==> src/rtl/data_micro_tlb.sv <==
// Fully-associative ASID-tagged data micro-TLB with kseg0/kseg1 direct mapping; hits and unmapped
// accesses resolve in the same cycle, a miss stalls the pipe until the main-TLB refill completes.
module data_micro_tlb #(
  parameter int ENTRIES = 4,
  parameter int PFN_W   = 20
) (
  input  logic             clk,
  input  logic             rst,
  input  logic             req_valid,
  input  logic             req_load,
  input  logic             req_store,
  input  logic [31:0]      req_vaddr,
  input  logic [7:0]       cp0_asid,
  input  logic [2:0]       cp0_k0,
  input  logic             flush_all,
  input  logic             inv_valid,
  input  logic [18:0]      inv_vpn2,
  output logic             tlb_req,
  output logic [18:0]      tlb_vpn2,
  input  logic             tlb_ack,
  input  logic             tlb_found,
  input  logic [7:0]       tlb_asid,
  input  logic             tlb_g,
  input  logic [PFN_W-1:0] tlb_pfn0,
  input  logic [PFN_W-1:0] tlb_pfn1,
  input  logic [2:0]       tlb_c0,
  input  logic [2:0]       tlb_c1,
  input  logic             tlb_d0,
  input  logic             tlb_d1,
  input  logic             tlb_v0,
  input  logic             tlb_v1,
  output logic [31:0]      paddr,
  output logic             cached,
  output logic             stall,
  output logic [2:0]       except_type
);

  localparam int IDX_W = (ENTRIES > 1) ? $clog2(ENTRIES) : 1;

  typedef enum logic [1:0] {IDLE, REFILL, DISCARD} state_t;

  logic [ENTRIES-1:0] ent_valid;
  logic [ENTRIES-1:0] ent_g;
  logic [ENTRIES-1:0] ent_found;
  logic [ENTRIES-1:0] ent_d0, ent_d1, ent_v0, ent_v1;
  logic [18:0]        ent_vpn2 [ENTRIES];
  logic [7:0]         ent_asid [ENTRIES];
  logic [PFN_W-1:0]   ent_pfn0 [ENTRIES];
  logic [PFN_W-1:0]   ent_pfn1 [ENTRIES];
  logic [2:0]         ent_c0   [ENTRIES];
  logic [2:0]         ent_c1   [ENTRIES];

  logic [ENTRIES-1:0] hit_vec;
  logic               hit;
  logic               sel_found, sel_d, sel_v;
  logic [PFN_W-1:0]   sel_pfn;
  logic [2:0]         sel_c;
  logic               mem, unmapped, kseg1;

  state_t             state_q, state_d;
  logic               kill, fill_we;
  logic [IDX_W-1:0]   rr_ptr, victim;
  logic               free_avail;

  // Fills only happen on a miss, so hit_vec is at most one-hot and a plain
  // last-writer mux is sufficient.
  always_comb begin
    hit_vec   = '0;
    sel_found = 1'b0;
    sel_d     = 1'b0;
    sel_v     = 1'b0;
    sel_pfn   = '0;
    sel_c     = 3'd0;
    for (int i = 0; i < ENTRIES; i++) begin
      hit_vec[i] = ent_valid[i] && (ent_vpn2[i] == req_vaddr[31:13]) &&
                   (ent_g[i] || (ent_asid[i] == cp0_asid));
      if (hit_vec[i]) begin
        sel_found = ent_found[i];
        sel_pfn   = req_vaddr[12] ? ent_pfn1[i] : ent_pfn0[i];
        sel_c     = req_vaddr[12] ? ent_c1[i]   : ent_c0[i];
        sel_d     = req_vaddr[12] ? ent_d1[i]   : ent_d0[i];
        sel_v     = req_vaddr[12] ? ent_v1[i]   : ent_v0[i];
      end
    end
  end

  assign hit      = |hit_vec;
  assign mem      = req_valid & (req_load | req_store);
  assign unmapped = (req_vaddr[31:30] == 2'b10);
  assign kseg1    = unmapped & req_vaddr[29];
  assign stall    = mem & ~unmapped & ~hit;

  always_comb begin
    paddr  = 32'({sel_pfn, req_vaddr[11:0]});
    cached = (sel_c == 3'd3);
    if (unmapped) begin
      paddr  = {3'b000, req_vaddr[28:0]};
      cached = ~kseg1 & (cp0_k0 == 3'd3);
    end
  end

  always_comb begin
    except_type = 3'd0;
    if (mem && !unmapped && hit) begin
      if (!sel_found)                except_type = req_load ? 3'd1 : 3'd3;
      else if (!sel_v)               except_type = req_load ? 3'd2 : 3'd4;
      else if (req_store && !sel_d)  except_type = 3'd5;
    end
  end

  // A flush or invalidate touching the in-flight VPN2 makes the pending response stale.
  assign kill = flush_all | (inv_valid & (inv_vpn2 == tlb_vpn2));

  always_ff @(posedge clk) begin
    if (rst) state_q <= IDLE;
    else     state_q <= state_d;
  end

  always_comb begin
    state_d = state_q;
    case (state_q)
      IDLE:    if (stall) state_d = REFILL;
      REFILL:  if (tlb_ack) state_d = IDLE;
               else if (kill) state_d = DISCARD;
      DISCARD: if (tlb_ack) state_d = IDLE;
      default: state_d = IDLE;
    endcase
  end

  always_comb begin
    tlb_req = (state_q != IDLE);
    fill_we = (state_q == REFILL) & tlb_ack & ~kill;
  end

  always_ff @(posedge clk) begin
    if (rst)                           tlb_vpn2 <= '0;
    else if (state_q == IDLE && stall) tlb_vpn2 <= req_vaddr[31:13];
  end

  // Lowest-index free slot wins; scanning downward leaves it as the last assignment.
  always_comb begin
    victim     = rr_ptr;
    free_avail = 1'b0;
    for (int i = ENTRIES - 1; i >= 0; i--) begin
      if (!ent_valid[i]) begin
        victim     = IDX_W'(i);
        free_avail = 1'b1;
      end
    end
  end

  always_ff @(posedge clk) begin
    if (rst) begin
      ent_valid <= '0;
      rr_ptr    <= '0;
    end else begin
      if (flush_all) begin
        ent_valid <= '0;
      end else if (inv_valid) begin
        for (int i = 0; i < ENTRIES; i++)
          if (ent_vpn2[i] == inv_vpn2) ent_valid[i] <= 1'b0;
      end
      if (fill_we) begin
        ent_valid[victim] <= 1'b1;
        if (!free_avail) rr_ptr <= rr_ptr + 1'b1;
      end
    end
  end

  always_ff @(posedge clk) begin
    if (fill_we) begin
      ent_vpn2[victim]  <= tlb_vpn2;
      ent_asid[victim]  <= tlb_asid;
      ent_g[victim]     <= tlb_g;
      ent_found[victim] <= tlb_found;
      ent_pfn0[victim]  <= tlb_pfn0;
      ent_pfn1[victim]  <= tlb_pfn1;
      ent_c0[victim]    <= tlb_c0;
      ent_c1[victim]    <= tlb_c1;
      ent_d0[victim]    <= tlb_d0;
      ent_d1[victim]    <= tlb_d1;
      ent_v0[victim]    <= tlb_v0;
      ent_v1[victim]    <= tlb_v1;
    end
  end

endmodule

==> config.mk <==
export PLATFORM = sky130hd
export DESIGN_NAME = data_micro_tlb
export DESIGN_NICKNAME = d
export VERILOG_FILES = /design/src/rtl/data_micro_tlb.sv
export SDC_FILE = /design/constraint.sdc
export NUM_CORES = 1
export LEC_CHECK = 0
export ABC_AREA = 1
export BUFFER_PORTS_ARGS = -buffer_cell sky130_fd_sc_hd__buf_2
export CAP_MARGIN = 0
export CORE_MARGIN = 5
export CORE_UTILIZATION = 30
export CTS_CLUSTER_SIZE = 8
export DETAILED_ROUTE_END_ITERATION = 10
export PLACE_DENSITY_LB_ADDON = 0.08
export SKIP_CTS_REPAIR_TIMING = 1
export SLEW_MARGIN = 20
export SYNTH_ARGS = -nofsm -noshare
export SYNTH_HDL_FRONTEND = slang
export SYNTH_SLANG_ARGS = --single-unit
==> constraint.sdc <==
create_clock -name clk -period 6.9 [get_ports clk]
set_clock_uncertainty 0.1 [all_clocks]
set_input_delay 0.69 -clock clk [delete_from_list [all_inputs] [get_ports clk]]
set_output_delay 0.69 -clock clk [all_outputs]
set_load 0.1 [all_outputs]
# Word level (Yosys, flattened, before mapping)
# Memories as Yosys holds them, arrays and structs flattened.
# Cells that the tools add are included.
[word_totals] regBits=51 latch_bits=0 ramBits=292 rom_bits=0 in_bits=130 out_inout_bits=57 elab_cells=155 n_memories=6
[op_classes] addsub=1 n_mul=0 div=0 n_lt_le_gt_ge=2 n_eq_ne=21 shift=0 muxes=75 n_bitwise=16 reduce_logical=24
[mem_list] name="ent_pfn0" words=4 width=20 rd=4 rd_ports_with_merged_regs=0 wr=1 line_no="48" rtl="logic [PFN_W-1:0] ent_pfn0 [ENTRIES];"
[mem_list] name="ent_pfn1" words=4 width=20 rd=4 rd_ports_with_merged_regs=0 wr=1 line_no="49" rtl="logic [PFN_W-1:0] ent_pfn1 [ENTRIES];"
[mem_list] name="ent_vpn2" words=4 width=19 rd=4 rd_ports_with_merged_regs=0 wr=1 line_no="46" rtl="logic [18:0] ent_vpn2 [ENTRIES];"
[mem_list] name="ent_asid" words=4 width=8 rd=4 rd_ports_with_merged_regs=0 wr=1 line_no="47" rtl="logic [7:0] ent_asid [ENTRIES];"
[mem_list] name="ent_c0" words=4 width=3 rd=4 rd_ports_with_merged_regs=0 wr=1 line_no="50" rtl="logic [2:0] ent_c0 [ENTRIES];"
[mem_list] name="ent_c1" words=4 width=3 rd=4 rd_ports_with_merged_regs=0 wr=1 line_no="51" rtl="logic [2:0] ent_c1 [ENTRIES];"
[ops] operator="$eq A19 B19 Y1" n=9
[ops] operator="$mux W20" n=8
[ops] operator="$mux W3" n=13
[ops] operator="$eq A8 B8 Y1" n=4
[ops] operator="$mux W1" n=32
[ops] operator="$mux W32" n=1
[ops] operator="$bwmux W4" n=6
[ops] operator="$mux W2" n=9
[ops] operator="$mux W4" n=4
[ops] operator="$logic_and A1 B1 Y1" n=13
[ops] operator="$and A1 B1 Y1" n=8
[ops] operator="$eq A3 B2 Y1 const B" n=2
[ops] operator="$pmux W2 S3" n=1
[ops] operator="$not A1 Y1" n=5
[ops] operator="$eq A2 B2 Y1 const B" n=2
[ops] operator="$logic_or A1 B1 Y1" n=4
[ops] operator="$ne A2 B2 Y1 const B" n=2
[ops] operator="$or A4 B4 Y4" n=1
[ops] operator="$reduce_or A4 Y1" n=1
[ops] operator="$lt A2 B3 Y1 const B" n=1
[ops] operator="$ne A3 B3 Y1 const B" n=1
[ops] operator="$reduce_and A3 Y1" n=1
[ops] operator="$add A2 B1 Y2 const B" n=1
[ops] operator="$demux W1 S2" n=1
[ops] operator="other kinds (7)" n=9

# Longest topological paths before layout
# Gate-level depths: netlist of the first run.
[depth] ltp_word=13 ltp_mapped=19 depth_no_buf=17

# Worst setup path before layout of the first run
# Ideal clock, no wire load.
[synth_timing] kind="input port to output port" from="input cp0_asid[4]" to="output stall" arrival_time_ns=4.495 required_ns=6.110 path_slack_ns=1.615 cell_stages=9 path_buffers=3 cell_sequence="clkbuf_2 > xnor2_1 > nand4_1 > nor2_1 > nor2_1 > nor2_4 > buf_6 > buf_2 > nor4_1"
[synth_between] elab_chain_cells=6 elab_cells_between_ends=15 classes_between="4 x eq/ne; 2 x bitwise; 9 x reduce/logical"
[synth_rtl] element="from (decl)" line_no="13" rtl="input logic [7:0] cp0_asid,"
[synth_rtl] element="$eq A8 B8 Y1" line_no="76" rtl="(ent_g[i] || (ent_asid[i] == cp0_asid));"
[synth_rtl] element="$logic_or A1 B1 Y1" line_no="76"
[synth_rtl] element="$logic_and A1 B1 Y1" line_no="75" rtl="hit_vec[i] = ent_valid[i] && (ent_vpn2[i] == req_vaddr[31:13]) &&"
[synth_rtl] element="$reduce_or A4 Y1 *" line_no="87" rtl="assign hit = |hit_vec;"
[synth_rtl] element="$not A1 Y1 *" line_no="91" rtl="assign stall = mem & ~unmapped & ~hit;"
[synth_rtl] element="$and A1 B1 Y1 *" line_no="91"
[synth_rtl] element="to (decl)" line_no="34" rtl="output logic stall,"
# Every way passes the cells marked *; elsewhere a longest branch is shown, timed or not.

==> results of run 1 <==
==> cell usage in the layout (no fill, tap or decap), types with 28 or more instances in the layout <==
| cell type | n |
|---|---|
| nand2_1 | 434 |
| edfxtp_1 | 316 |
| buf_2 | 161 |
| nor2_1 | 159 |
| inv_1 | 123 |
| clkbuf_16 | 49 |
| nand3_1 | 46 |
| o21ai_0 | 45 |
| xor2_1 | 44 |
| mux2i_1 | 41 |
| nand4_1 | 38 |
| o21ai_1 | 38 |
| xnor2_1 | 35 |
| o22ai_1 | 28 |
==> cell type report <==
class                           count  area [µm²]
Timing Repair Buffer              170         873
Inverter                          148         568
Multi-Input combinational cell   1047        5390
Tap cell                          696         871
Sequential cell                   343       10000
Clock inverter                      4        56.3
Fill cell                        5566       34700
Clock buffer                       73        1320
==> registers in the layout, summed over array words and instances (netlist names), 4 cells and up <==
register,cells
ent_pfn1,80
ent_d1,4
ent_valid,4
ent_pfn0,80
ent_found,4
ent_d0,4
ent_v0,4
ent_v1,4
ent_c1,12
tlb_vpn2,19
ent_asid,32
ent_c0,12
ent_vpn2,76
ent_g,4
==> report_power, final <==
| part | total (mW) | internal, mW | switching (mW) |
|---|---|---|---|
| registers | 2.32 | 2.29 | 0.0247 |
| clock network | 2.22 | 1.30 | 0.918 |
| logic | 0.418 | 0.0999 | 0.318 |
==> worst max path at each step <==
stage | from | end | slack [ns] | cells past startpoint
after floorplan | cp0_asid[4] | stall | 1.62 | 9
after global placement | req_vaddr[14] | except_type[0] | 2.50 | 18
after detailed placement | req_vaddr[14] | except_type[0] | 2.43 | 18
after CTS | ent_vpn2[1][12]$_DFFE_PP_ | except_type[0] | 2.24 | 14
after global routing | ent_vpn2[1][9]$_DFFE_PP_ | except_type[0] | 2.06 | 15
final | ent_vpn2[1][12]$_DFFE_PP_ | except_type[0] | 2.32 | 14
==> per-stage QoR <==
stage | hold slack (ns) | cells | cell area (µm²) | utilization, % | worst slack, ns
after CTS | 0.179 | 2481 | 19100 | 35.5 | 2.24
after global routing | 0.203 | 2481 | 19100 | 35.5 | 2.06
after floorplan | 0.370 | 1600 | 16300 | - | 1.62
final | 0.217 | 2481 | 19100 | 35.5 | 2.32
after global placement | 0.383 | 2404 | 17700 | 32.9 | 2.50
after detailed placement | 0.385 | 2404 | 17700 | 32.9 | 2.43
==> critical path: stages (launching register included) <==
cell	delay (ns)
edfxtp_1	0.49
xnor2_1	0.34
nand2_1	0.09
nor2_1	0.12
nand2_1	0.11
nor2_4	0.21
nand2_4	0.34
nand2_4	0.25
nand2_4	0.21
o21ai_2	0.20
nand2_1	0.13
nor2_1	0.12
nor2_1	0.05
nor2_1	0.09
buf_2	0.43
==> logic make-up after synthesis <==
family	share of synthesized area (%)
AOI/OAI and AO/OA	6.75
xor gates and xnor gates	4.24
buffers and inverters	5.50
DFF	61.5
muxes	2.52
and+or+nand+nor	19.5
==> routing by layer <==
metal  wire (µm)  global-route usage [%]
met1       29100                    28.8
met2       29800                    34.3
met3        2780                    2.96
met4        2320                    7.49
met5          13                       0
==> metrics, run 1 <==
status completed; max-capacitance violation count 0; YS warnings 0; Slew headroom approximately 33%; Initial Util a little over 30%; fin. max-slew vios 0; Die Ht about 240 µm; hold worst-path end ent_c0[3][0]$_DFFE_PP_; total I/O pin count around 190; Ant. Diodes 0; CTS root buffer clkbuf_16; leading area contributor after synthesis edfxtp_1; first-pass GRT wire length roughly 91 mm; register area share after synthesis between 60 and 70%; peak fanout along the critical path 42; Crit path required time approximately 6.1 ns; # DRC 0; NumNets Final around 1900; most common cell in the synthesized netlist nand2_1; DIE WIDTH roughly 240 µm; die area 59100 µm²; Leak Pwr approximately 7.6 nW; fmax between 200 and 250 MHz; Total GRT Usage a little over a fifth; wire per inst between 20 and 30 µm; Avg Inst Size Synth ~10 µm²; vias in the first global route between 10000 and 15000; hold_sp tlb_c0[0]; worst setup path class flop to output pin; largest net degree at the start of global routing 59; Routed Antenna Nets 0; setup TNS 0 ns; Async SR Flop Fraction 0%; initial antenna violation count 2; reg2reg setup slack 3.36 ns; peak supply drop between 0.1 and 0.15 mV; total power roughly 5 mW; min cycle time layout 4.58 ns; Vias ~12000; Clk pin slew, worst setup/hold paths 0.05 ns; Syn Std Cell Area around 16000 µm²; layout cells sized above 1 between 15 and 20%; fin crit share between 60 and 70%; Via density ~5.0; initial DRC count slightly below 800; Critical R2R Launch tlb_vpn2[5]$_SDFFE_PP0P_; 1st-pass router iterations 5; worst r2r dst ent_vpn2[3][7]$_DFFE_PP_; Worst-Margin Slew slightly above 1 ns; clock buffer depth 3; core area 53800 µm²; CTS Buf Count a little under 50; Seq cells post-synth roughly 340; Post-Synthesis Cells 1600; predominant post-synthesis flop cell edfxtp_1; final hold violation count 0; Cell Rows 85; crit end category output pin; Yosys top cell area share 58.2%; setup violators final 0; GR Overflow Total 0; Final HPWL DP between 40 and 50 mm; Area Overhead vs Synth 17.1%; final wirelength between 60 and 70 mm; total nets after synthesis around 1700; synth unique cells 54; worst skew pair latency roughly 0.60 ns; pwr dens around 260 nW/µm²; unrepaired setup endpoints after global routing no; synth cell count leaders nand2_1 (434), edfxtp_1 (316), nor2_1 (159); gpl congestion 0.943; Post-synth EDFFs 316; hold crit path type input port to flop; hold depth 1; synth top area cells edfxtp_1 (58%), nand2_1 (10%), nor2_1 (3.7%); arrival time at the worst endpoint ~3.8 ns; H-tree depth 2; CTS tree yes; IO Port Bufs ~160; reg2reg path depth 11; kind of start point of the critical path flop; CTS sink count roughly 340
Note: power is estimated with default switching activity, not from simulation.
==> run 2: changes to the inputs <==
==> constraint.sdc (replaced) <==
create_clock -name clk -period 4.7 [get_ports clk]
set_clock_uncertainty 0.1 [all_clocks]
set_input_delay 0.47 -clock clk [delete_from_list [all_inputs] [get_ports clk]]
set_output_delay 0.47 -clock clk [all_outputs]
set_load 0.1 [all_outputs]
==> metrics, run 2 (synthesis gave the netlist of run 1 again) <==
DIE WIDTH between 200 and 250 µm; largest net degree at the start of global routing 55; gpl congestion 0.984; Routed Antenna Nets 0; peak supply drop between 0.2 and 0.25 mV; Critical R2R Launch tlb_vpn2[7]$_SDFFE_PP0P_; Die Ht between 200 and 250 µm; GR Overflow Total 0; Cell Rows 85; top flop regs ent_pfn0 (80), ent_pfn1 (80), ent_vpn2 (76); hold worst-path end ent_pfn1[2][1]$_DFFE_PP_; Vias between 10000 and 15000; vias in the first global route roughly 12000; worst setup path class flop to output pin; kind of start point of the critical path flop; fin crit share a little over nine tenths; max-capacitance violation count 0; worst r2r dst ent_pfn0[1][1]$_DFFE_PP_; pwr dens between 300 and 400 nW/µm²; commonest cells after routing, fill and taps aside nand2_1 (434), edfxtp_1 (316), buf_2 (161); commonest non-fill, non-tap cell in the layout nand2_1; clock buffer depth 3; core area approximately 54000 µm²; Layout Cells excl Fill 2505; final wirelength 62.6 mm; Total GRT Usage about a fifth; die area approximately 60000 µm²; fmax roughly 220 MHz; Final HPWL DP ~47 mm; CTS Buf Count between 40 and 50; hold depth 1; status completed; min cycle time layout roughly 4.5 ns; Leak Pwr ~7.7 nW; # DRC 0; hold crit path type input port to flop; met1 usage 28.0%; Via density 4.95; setup violators final 0; H-tree depth 2; layout cells sized above 1 ~16%; hold_sp tlb_pfn1[1]; initial DRC count approximately 940; Slew headroom 37.3%; wire per inst 25.0 µm; fin. max-slew vios 0; Area Overhead vs Synth 18.8%; first-pass GRT wire length approximately 90 mm; Initial Util 30.3%; crit end category output pin; worst hold slack ~0.0079 ns; initial antenna violation count 1; GR Util met2 approximately 33%; placed insts approximately 2400; busiest grt layer met2; arrival time at the worst endpoint between 3 and 4 ns; Core Util, Final a little over a third; setup TNS 0 ns; worst skew pair latency approximately 0.6 ns; unrepaired setup endpoints after global routing no; CTS tree yes; reg2reg path depth 13; Crit path required time 4.13 ns; final hold violation count 0; total I/O pin count between 150 and 200; CTS sink count 343; Worst-Margin Slew 0.939 ns; Clk pin slew, worst setup/hold paths around 0.050 ns; GR Util met3 2.95%; layout filler cell count about 5500; peak fanout along the critical path 22; NumNets Final roughly 1900; CTS root buffer clkbuf_16; reg2reg setup slack 1.61 ns; 1st-pass router iterations 5; IO Port Bufs between 150 and 200
[run 2: cell count changes in the layout (fill, tap and decap cells not counted), sizes merged]
cell and delta:
buf +9, clkbuf -3, diode +1, dlygate4sd3 +17
[run 2: metrics by stage]
stage	area (µm²)	setup slack, ns	power [mW]
after floorplan	16300	0.754	3.86
after global placement	17900	0.570	4.08
after detailed placement	17900	0.624	4.08
after CTS	19200	0.207	7.33
after global routing	19400	0.0939	7.52
final	19400	0.224	7.24
[run 2: cell type report]
class | instances | area, µm² | share of cell area (%)
Antenna cell | 1 | 2.50 | 0.0129
Multi-Input combinational cell | 1047 | 5400 | 27.8
Sequential cell | 343 | 10000 | 51.7
Tap cell | 696 | 871 | 4.49
Inverter | 148 | 568 | 2.93
Timing Repair Buffer | 196 | 1160 | 5.99
Clock inverter | 4 | 58.8 | 0.303
Clock buffer | 70 | 1310 | 6.73
[run 2: worst max path at each step]
stage | startpoint | to | depth (start not counted)
after global routing | ent_vpn2[1][12]$_DFFE_PP_ | paddr[26] | 13
final | ent_vpn2[1][12]$_DFFE_PP_ | paddr[26] | 12
after global placement | req_vaddr[20] | paddr[13] | 16
after detailed placement | req_vaddr[17] | paddr[13] | 15
after floorplan | tlb_vpn2[7]$_SDFFE_PP0P_ | ent_asid[0][0]$_DFFE_PP_ | 12
after CTS | ent_vpn2[1][12]$_DFFE_PP_ | paddr[13] | 12
[run 2: worst max-delay path, stage by stage, from the launching register on]
cell and delay, ns:
edfxtp_1 0.47, xnor2_1 0.44, nand2_1 0.09, nor2_1 0.11, nand2_1 0.09, nor2_4 0.25
nand2_4 0.23, nand2_4 0.19, nand2_4 0.20, nor2_1 0.19, o211ai_1 0.15, o21ai_1 0.37
buf_2 0.53
[run 2: routing by layer]
metal,wire [µm],up-vias
li1,-,5807
met1,27800,6063
met2,29300,414
met3,3080,109
met4,2390,0
met5,0,-
[run 2: where the power goes]
part	total (mW)	switching, mW	leakage [nW]	internal (mW)
Sequential	3.40	0.0353	3.08	3.36
Combinational	0.627	0.469	3.96	0.158
Clock	3.21	1.31	0.653	1.90
Total	7.24	1.81	7.69	5.42
==> run 3: changes to the inputs <==
--- a/config.mk
+++ b/config.mk
@@ -9,7 +9,7 @@
 export BUFFER_PORTS_ARGS = -buffer_cell sky130_fd_sc_hd__buf_2
 export CAP_MARGIN = 0
 export CORE_MARGIN = 5
-export CORE_UTILIZATION = 30
+export CORE_UTILIZATION = 57
 export CTS_CLUSTER_SIZE = 8
 export DETAILED_ROUTE_END_ITERATION = 10
 export PLACE_DENSITY_LB_ADDON = 0.08
==> metrics, run 3 (synthesis gave the netlist of run 1 again) <==
status completed; Slew headroom 40.7%; largest net degree at the start of global routing 62; reg2reg setup slack approximately 0.96 ns; hold depth 1; worst skew pair latency approximately 0.55 ns; Switch Pwr 1.71 mW; commonest cells after routing, fill and taps aside nand2_1 (434), edfxtp_1 (316), buf_2 (161); unrepaired setup endpoints after global routing no; die area around 32000 µm²; initial DRC count about 1600; Comb power frac roughly 8.4%; worst setup path class flop to output pin; CTS sink count around 340; wire per inst 24.1 µm; Crit path required time around 4.1 ns; Die Ht roughly 180 µm; Layout Cells excl Fill 2177; Core Util, Final between 60% and 70%; final hold violation count 0; max-capacitance violation count 0; Reg power frac between 40% and 50%; fin crit share around nine tenths; CTS root buffer clkbuf_16; min cycle time layout 4.27 ns; placed insts about 2100; cell internal pwr 5.39 mW; design area approximately 19000 µm²; sw frac between 20 and 25%; reg2reg path depth 12; Cell Rows 62; fin. max-slew vios 0; Via density roughly 5.9; Area Overhead vs Synth 15.2%; Clk pwr share 43.7%; crit end category output pin; setup violators final 0; arrival time at the worst endpoint roughly 3.7 ns; initial antenna violation count 4; hold crit path type input port to flop; peak supply drop ~0.35 mV; NumNets Final roughly 1900; vias in the first global route roughly 12000; commonest non-fill, non-tap cell in the layout nand2_1; total I/O pin count ~190; fmax between 200 and 250 MHz; 1st-pass router iterations 7; Initial Util a little under three fifths; layout filler cell count approximately 2200; kind of start point of the critical path flop; setup TNS 0 ns; pwr dens between 300 and 400 nW/µm²; DIE WIDTH roughly 180 µm; Clk pin slew, worst setup/hold paths ~0.06 ns; Worst-Margin Slew 0.889 ns; clock buffer depth 3; gpl congestion about 1.1; H-tree depth 2; GR Overflow Total 0; core area roughly 28000 µm²; first-pass GRT wire length around 77 mm; final wirelength 52.4 mm; layout cells sized above 1 between 15 and 20%; # DRC 0; peak fanout along the critical path 42; CTS tree yes; top flop regs ent_pfn0 (80), ent_pfn1 (80), ent_vpn2 (76); placed inst area about 17000 µm²; Routed Antenna Nets 0; Leak Pwr between 7 and 8 nW; CTS Buf Count between 40 and 50; worst hold slack just under 0.03 ns; IO Port Bufs between 150 and 200; Vias between 10000 and 15000; Total GRT Usage 32.6%; Final HPWL DP 38.4 mm
==> run 3: changes by cell type in the layout (fill, tap and decap cells not counted), moves of 2 or more <==
cell,before,now
clkinv_2,0,4
buf_4,14,12
inv_4,5,1
clkbuf_1,21,27
dlygate4sd3_1,17,0
==> run 3: metal layers <==
layer  vias up  track usage (%)  part of all wire, %
met4         6             14.7                  5.0
met5         -                0                0.074
met3       155             5.80                   10
li1       5782                -                    -
met1      6086             46.0                   40
met2       745             49.9                   45
==> run 3: area by class of cell <==
type                            count  area (µm²)  share of cell area (%)
Inverter                          148         563                    3.00
Clock inverter                      2        46.3                   0.246
Multi-Input combinational cell   1047        5400                    28.7
Tap cell                          384         480                    2.56
Sequential cell                   343       10000                    53.4
Clock buffer                       75        1300                    6.93
Timing Repair Buffer              177         976                    5.19
Antenna cell                        1        2.50                  0.0133
==> run 3: worst max-delay path, stage by stage (launching register included) <==
cell and delay (ns):
edfxtp_1 0.59, inv_1 0.09, a21boi_0 0.20, nand2_1 0.09, nor2_1 0.13, nand3_2 0.10, nor2_4 0.17, nand2_4 0.31
nand2_4 0.24, nand2_4 0.20, nor2_1 0.27, o211ai_1 0.11, o21ai_1 0.14, buf_2 0.46
==> run 3: path summary, 6_finish.rpt <==
check                                          startpoint                  endpoint
worst max-delay path             ent_vpn2[1][1]$_DFFE_PP_                 paddr[20]
worst min-delay path                          tlb_asid[0]  ent_asid[3][0]$_DFFE_PP_
worst max register to register  tlb_vpn2[17]$_SDFFE_PP0P_  ent_pfn0[0][4]$_DFFE_PP_
worst min register to register     rr_ptr[0]$_SDFFE_PP0P_    rr_ptr[0]$_SDFFE_PP0P_
==> run 3: power groups by stage <==
stage | logic, mW | clock network [mW] | registers, mW
2_1_floorplan | 0.338 | 0 | 3.53
3_3_place_gp | 0.585 | 0 | 3.45
3_5_place_dp | 0.588 | 0 | 3.46
4_1_cts | 0.592 | 3.13 | 3.40
5_1_grt | 0.637 | 3.27 | 3.40
6_report | 0.600 | 3.10 | 3.40
==> run 3: through the flow <==
| step | worst slack, ns | total power, mW |
|---|---|---|
| after detailed placement | 0.827 | 4.04 |
| after global routing | 0.273 | 7.31 |
| after floorplan | 0.754 | 3.86 |
| after CTS | 0.449 | 7.12 |
| final | 0.427 | 7.10 |
| after global placement | 0.875 | 4.04 |
